`src/rtl/div_restore_iter_if.sv`:
```
// Handshake and operand/result bundle for the iterative restoring divider.
// The requester uses the master view; the divider uses the slave view.
interface div_restore_iter_if #(
  parameter int DW = 8,
  parameter int VW = 4
);
  logic          start;
  logic [DW-1:0] dividend;
  logic [VW-1:0] divisor;
  logic [DW-1:0] quot;
  logic [VW-1:0] rem;
  logic          busy;
  logic          done;
  logic          dz;

  modport master (
    output start, dividend, divisor,
    input  quot, rem, busy, done, dz
  );

  modport slave (
    input  start, dividend, divisor,
    output quot, rem, busy, done, dz
  );
endinterface

```
`src/rtl/div_restore_iter.sv`:
```
// Unsigned restoring divider, one quotient bit per clock, start/busy/done handshake.
// A zero divisor never enters CALC; the saturated result is posted on the following edge.
module div_restore_iter #(
  parameter int DW = 8,
  parameter int VW = 4
) (
  input  logic               clk,
  input  logic               clr,
  div_restore_iter_if.slave  bus
);
  localparam int CW = (DW > 1) ? $clog2(DW) : 1;

  typedef enum logic [0:0] {IDLE = 1'b0, CALC = 1'b1} state_t;

  state_t        state_r, state_s;
  logic [DW-1:0] dvd_r;
  logic [VW-1:0] dvs_r;
  logic [VW:0]   pr_r;
  logic [DW-1:0] q_r;
  logic [CW-1:0] cnt_r;
  logic          zpend_r;
  logic [DW-1:0] quot_r;
  logic [VW-1:0] rem_r;
  logic          busy_r, done_r, dz_r;

  logic          load_s, zero_s, step_s, fin_s;
  logic [VW:0]   pr_shift_s, pr_step_s;
  logic          qbit_s;
  logic [DW-1:0] q_step_s;

  assign bus.quot = quot_r;
  assign bus.rem  = rem_r;
  assign bus.busy = busy_r;
  assign bus.done = done_r;
  assign bus.dz   = dz_r;

  // Next-state and control decode; starts are only honoured in IDLE with no zero-divide pending
  always_comb begin
    state_s = state_r;
    load_s  = 1'b0;
    zero_s  = 1'b0;
    step_s  = 1'b0;
    fin_s   = 1'b0;
    case (state_r)
      IDLE: begin
        if (bus.start && !zpend_r) begin
          if (bus.divisor != {VW{1'b0}}) begin
            load_s  = 1'b1;
            state_s = CALC;
          end else begin
            zero_s  = 1'b1;
            state_s = IDLE;
          end
        end else begin
          state_s = IDLE;
        end
      end
      CALC: begin
        step_s = 1'b1;
        if (cnt_r == {CW{1'b0}}) begin
          fin_s   = 1'b1;
          state_s = IDLE;
        end else begin
          state_s = CALC;
        end
      end
      default: begin
        state_s = IDLE;
      end
    endcase
  end

  // One restoring step: shift in the next dividend bit, subtract if it fits
  always_comb begin
    pr_shift_s = {pr_r[VW-1:0], dvd_r[DW-1]};
    if (pr_shift_s >= {1'b0, dvs_r}) begin
      qbit_s    = 1'b1;
      pr_step_s = pr_shift_s - {1'b0, dvs_r};
    end else begin
      qbit_s    = 1'b0;
      pr_step_s = pr_shift_s;
    end
    q_step_s = {q_r[DW-2:0], qbit_s};
  end

  // State, datapath and result registers; clr aborts everything without a done
  always_ff @(posedge clk) begin
    if (clr) begin
      state_r <= IDLE;
      dvd_r   <= {DW{1'b0}};
      dvs_r   <= {VW{1'b0}};
      pr_r    <= {(VW+1){1'b0}};
      q_r     <= {DW{1'b0}};
      cnt_r   <= {CW{1'b0}};
      zpend_r <= 1'b0;
      quot_r  <= {DW{1'b0}};
      rem_r   <= {VW{1'b0}};
      busy_r  <= 1'b0;
      done_r  <= 1'b0;
      dz_r    <= 1'b0;
    end else begin
      state_r <= state_s;
      done_r  <= 1'b0;
      zpend_r <= zero_s;
      if (load_s) begin
        dvd_r  <= bus.dividend;
        dvs_r  <= bus.divisor;
        pr_r   <= {(VW+1){1'b0}};
        q_r    <= {DW{1'b0}};
        cnt_r  <= CW'(DW - 1);
        busy_r <= 1'b1;
      end else if (step_s) begin
        dvd_r <= {dvd_r[DW-2:0], 1'b0};
        pr_r  <= pr_step_s;
        q_r   <= q_step_s;
        cnt_r <= cnt_r - 1'b1;
        if (fin_s) begin
          quot_r <= q_step_s;
          rem_r  <= pr_step_s[VW-1:0];
          dz_r   <= 1'b0;
          done_r <= 1'b1;
          busy_r <= 1'b0;
        end else begin
          busy_r <= 1'b1;
        end
      end else if (zpend_r) begin
        quot_r <= {DW{1'b1}};
        rem_r  <= {VW{1'b0}};
        dz_r   <= 1'b1;
        done_r <= 1'b1;
      end else begin
        busy_r <= busy_r;
      end
    end
  end
endmodule

```
`src/flat_wrapper.sv`:
```
// flat-port wrapper written by rule: the top's interface ports become plain ports
module div_restore_iter_flat 
#(
  parameter int DW = 8,
  parameter int VW = 4
)
  (clk, clr, bus_start, bus_dividend, bus_divisor, bus_quot, bus_rem, bus_busy, bus_done, bus_dz);
  div_restore_iter_if #(.DW(DW), .VW(VW)) bus_i ();
  input  logic clk;
  input  logic clr;
  input wire logic [$bits(bus_i.start)-1:0] bus_start;
  input wire logic [$bits(bus_i.dividend)-1:0] bus_dividend;
  input wire logic [$bits(bus_i.divisor)-1:0] bus_divisor;
  output wire logic [$bits(bus_i.quot)-1:0] bus_quot;
  output wire logic [$bits(bus_i.rem)-1:0] bus_rem;
  output wire logic [$bits(bus_i.busy)-1:0] bus_busy;
  output wire logic [$bits(bus_i.done)-1:0] bus_done;
  output wire logic [$bits(bus_i.dz)-1:0] bus_dz;
  assign bus_i.start = bus_start;
  assign bus_i.dividend = bus_dividend;
  assign bus_i.divisor = bus_divisor;
  assign bus_quot = bus_i.quot;
  assign bus_rem = bus_i.rem;
  assign bus_busy = bus_i.busy;
  assign bus_done = bus_i.done;
  assign bus_dz = bus_i.dz;
  div_restore_iter #(.DW(DW), .VW(VW)) u_core (.clk(clk), .clr(clr), .bus(bus_i));
endmodule
```
`config.mk`:
```
export PLATFORM = sky130hd
export DESIGN_NAME = div_restore_iter_flat
export DESIGN_NICKNAME = d
export VERILOG_FILES = /design/src/rtl/div_restore_iter_if.sv /design/src/rtl/div_restore_iter.sv /design/src/flat_wrapper.sv
export SDC_FILE = /design/constraint.sdc
export NUM_CORES = 1
export LEC_CHECK = 0
export ABC_AREA = 1
export BUFFER_PORTS_ARGS = -buffer_cell sky130_fd_sc_hd__buf_2
export CAP_MARGIN = 20
export CORE_ASPECT_RATIO = 1.4
export CORE_MARGIN = 2
export CORE_UTILIZATION = 25
export CTS_CLUSTER_DIAMETER = 80
export DETAILED_ROUTE_END_ITERATION = 6
export PLACE_DENSITY_LB_ADDON = 0.12
export SYNTH_ARGS = -nofsm -noshare
export SYNTH_HDL_FRONTEND = slang
export SYNTH_SLANG_ARGS = --single-unit
```
`constraint.sdc`:
```
create_clock -name clk -period 4 [get_ports clk]
set_input_delay 0.4 -clock clk [delete_from_list [all_inputs] [get_ports clk]]
set_output_delay 0.4 -clock clk [all_outputs]
set_load 0.02 [all_outputs]
```
==> out/metrics.csv <==
stage,metric,value,unit
status,outcome,"complete, no violations",
pwr,vdd_ir_drop_max,0.0001941,V
clock_network,cts-root-buf,clkbuf_8,
timing,tightest_slew,0.9154,ns
pwr,pwr-share-seq,0.483,
synthesis,postSynthCellCount,253,
routing,routed_via_density,4.267,
cells_and_area,fin_nets,302,
floorplan,num_rows,37,
clock_network,postCtsHoldBufs,0,
clock_network,clock_latency,0.30,ns
min_path,holdCritPathClass,primary input to flip-flop,
routing,wl,4.312,mm
run,maxCapViolations,0,
setup_path,worstPathCellList,"inv_2, nand3_2, inv_2, nand2_2, nand2_1, inv_2, o211ai_1, inv_1",
timing,hold_viol,0,
timing,clock_skew,0.008754,ns
timing,setup-tns-final,0,ns
pwr,intPower,704.1,uW
routing,drc,0,
cells_and_area,drive_gt1_frac,0.1957,
placed_design,placed_area,2130,sq um
timing,rsz0062_at_grt,false,
routing,routedWlPerCell,11.41,microns
setup_path,arrival,2.56,ns
setup_path,slowest_delay,0.83,ns
clock_network,cts_buffers,5,
clock_network,cts.repair.resized,0,
synthesis,ys_warn_count,0,
clock_network,clockBufferDepth,2,
synthesis,synth_cell_type_count,28,
synthesis,syn_area,1909,sq um
floorplan,die_y,107.4,microns
setup_path,cpMostUsedCell,inv_2,
setup_path,crit_type,flip-flop to flip-flop,
cells_and_area,layout_commonest_cell,dfxtp_1,
placed_design,placed_cells,370,
setup_path,end_kind,flip-flop,
setup_path,path_max_fanout,23,
setup_path,cp.buffers_inverters,4,
timing,slew_violations,0,
routing,vias,1613,
clock_network,clkTransAtPathRegs,0.08,ns
timing,setup_viol,0,
floorplan,die-area,8363,sq um
setup_path,crit_path_start_kind,flip-flop,
placed_design,io_buffers,29,
placed_design,place_congestion,0.7258,
clock_network,cts_tree,yes,
floorplan,fp.coreArea,7361,sq um
floorplan,start_util,0.2594,
routing,ant_nets,0,
synthesis,synth_fp_nets,275,
synthesis,syn_avg_cell_area,7.547,sq um
synthesis,synth-seq-cells,43,
grt,grt_max_degree,24,
pwr,p_sw_frac,0.2928,
clock_network,postCtsSetupBuffers,0,
clock_network,clkSinkCount,43,
setup_path,required,4.24,ns
timing,slew_headroom,0.3896,
routing,initialDrtViolationCount,100,
setup_path,crit_slowest_cell,dfxtp_1,
cells_and_area,stdcell_count,378,
routing,dr.pass1.iters,4,
cells_and_area,syn2layout_area_growth,17.43,%
setup_path,cp_top_family,flip-flops,
timing,fmax,430.6,MHz
pwr,p_clk_frac,0.343,
pwr,power_frac_comb,0.175,
timing,period_minus_slack,2.322,ns
cells_and_area,n_antenna_cell,0,
grt,grtUsageTotal,0.1116,
cells_and_area,layout_common_cells,"43 x dfxtp_1, 42 x inv_1, 39 x nand2_1, 35 x nor2_1, 29 x buf_2",
pwr,powerDensity,444.1,nW/um^2
placed_design,dp_hpwl,3.117,mm
grt,grt_pass1_vias,1570,
timing,fin_hold_ws,0.3503,ns
grt,grt_pass1_wl,7.369,mm
synthesis,ys_seq_area_frac,0.4509,
pwr,p_leak,0.001121,uW
grt,grt_overflow,0,
floorplan,ios,30,
pwr,switchingPower,291.6,uW
timing,period_share,0.5805,
cells_and_area,stdcell_area,2242,sq um
clock_network,htreeDepth,2,
floorplan,dieWidth,77.86,microns
grt,grt_antenna_before_repair,0,
## per-layer routing
metal / vias up / part of all wire / GRT usage
met1: 715 / 0.44 / 0.1281
li1: 851 / - / -
met2: 37 / 0.48 / 0.1958
met4: 0 / 0.031 / 0.05485
met3: 10 / 0.043 / 0.02181
met5: - / 0 / 0
## cell families (layout without fill, tap and decap cells)
logic type,after synthesis,count (layout),synth area share
compound gates,40,40,0.1271
xor+xnor,2,2,0.009176
fa+ha+maj,7,7,0.04980
simple gates,104,104,0.2444
buf+inv,57,85,0.1186
flops,43,43,0.4509
## final timing paths
check        slack (ns)       startpoint  cells past startpoint               to
min reg2reg        0.48  u_core.dvd_r[0]                      2  u_core.dvd_r[0]
max                1.68   u_core.state_r                      8    u_core.q_r[0]
max reg2reg        1.68   u_core.state_r                      8    u_core.q_r[0]
min                0.35  bus_dividend[0]                      3  u_core.dvd_r[0]
## flip-flops by register name, summed over array words and instances (netlist names), 3 cells and up
signal and cells:
u_core.bus.rem 4, u_core.q_r 7, u_core.dvs_r 4, u_core.pr_r 4, u_core.cnt_r 3, u_core.dvd_r 8, u_core.bus.quot 8
## per-stage QoR
stage | total power (uW) | utilization | setup WS (ns)
2_1_floorplan | 617.4 | - | 2.493
3_3_place_gp | 669.3 | 0.2893 | 1.698
3_5_place_dp | 668.1 | 0.2893 | 1.673
4_1_cts | 1016 | 0.3046 | 1.641
5_1_grt | 1057 | 0.3046 | 1.401
6_report | 995.7 | 0.3046 | 1.678
## power groups by stage
stage / logic (uW) / clock network [uW] / registers, uW
after floorplan: 119 / 0 / 498
after global placement: 178 / 0 / 491
after detailed placement: 177 / 0 / 491
after CTS: 178 / 357 / 481
after global routing: 201 / 371 / 485
final: 174 / 341 / 480
## synth_stat cells
cell,number,area share
nand2_2,1,0.0033
nand3_2,1,0.0052
o221a_2,2,0.012
buf_4,3,0.012
o32ai_1,3,0.014
buf_2,1,0.0026
xor2_1,2,0.0092
nor3_2,5,0.026
a21oi_1,12,0.031
o21ai_0,14,0.037
dfxtp_1,43,0.45
fa_1,1,0.010
o31ai_1,1,0.0039
nor2_1,35,0.069
nor3_1,1,0.0026
inv_1,42,0.083
nand3_1,16,0.042
o211ai_1,1,0.0039
clkbuf_1,5,0.0098
o21bai_1,1,0.0039
nand2_1,39,0.077
inv_2,6,0.012
o21ai_2,1,0.0046
nand4_1,5,0.016
a211oi_2,1,0.0066
o21ai_1,4,0.010
ha_1,6,0.039
nor2_2,1,0.0033
## tightest hold or removal path, stage by stage
cell     delay (ns)
buf_2          0.09
nand2_1        0.05
a21oi_1        0.05
## final cells by class
| class | instances | area [sq um] |
|---|---|---|
| fillers | 806 | 5119 |
| flip-flops and latches | 43 | 860.8 |
| multi-input cells | 153 | 822.0 |
| inverters | 48 | 180.2 |
| repair buffers | 29 | 145.1 |
| well taps | 97 | 121.4 |
| clock buffers | 5 | 68.82 |
| clock inverters | 3 | 43.79 |
(Power assumes the default switching activity.)
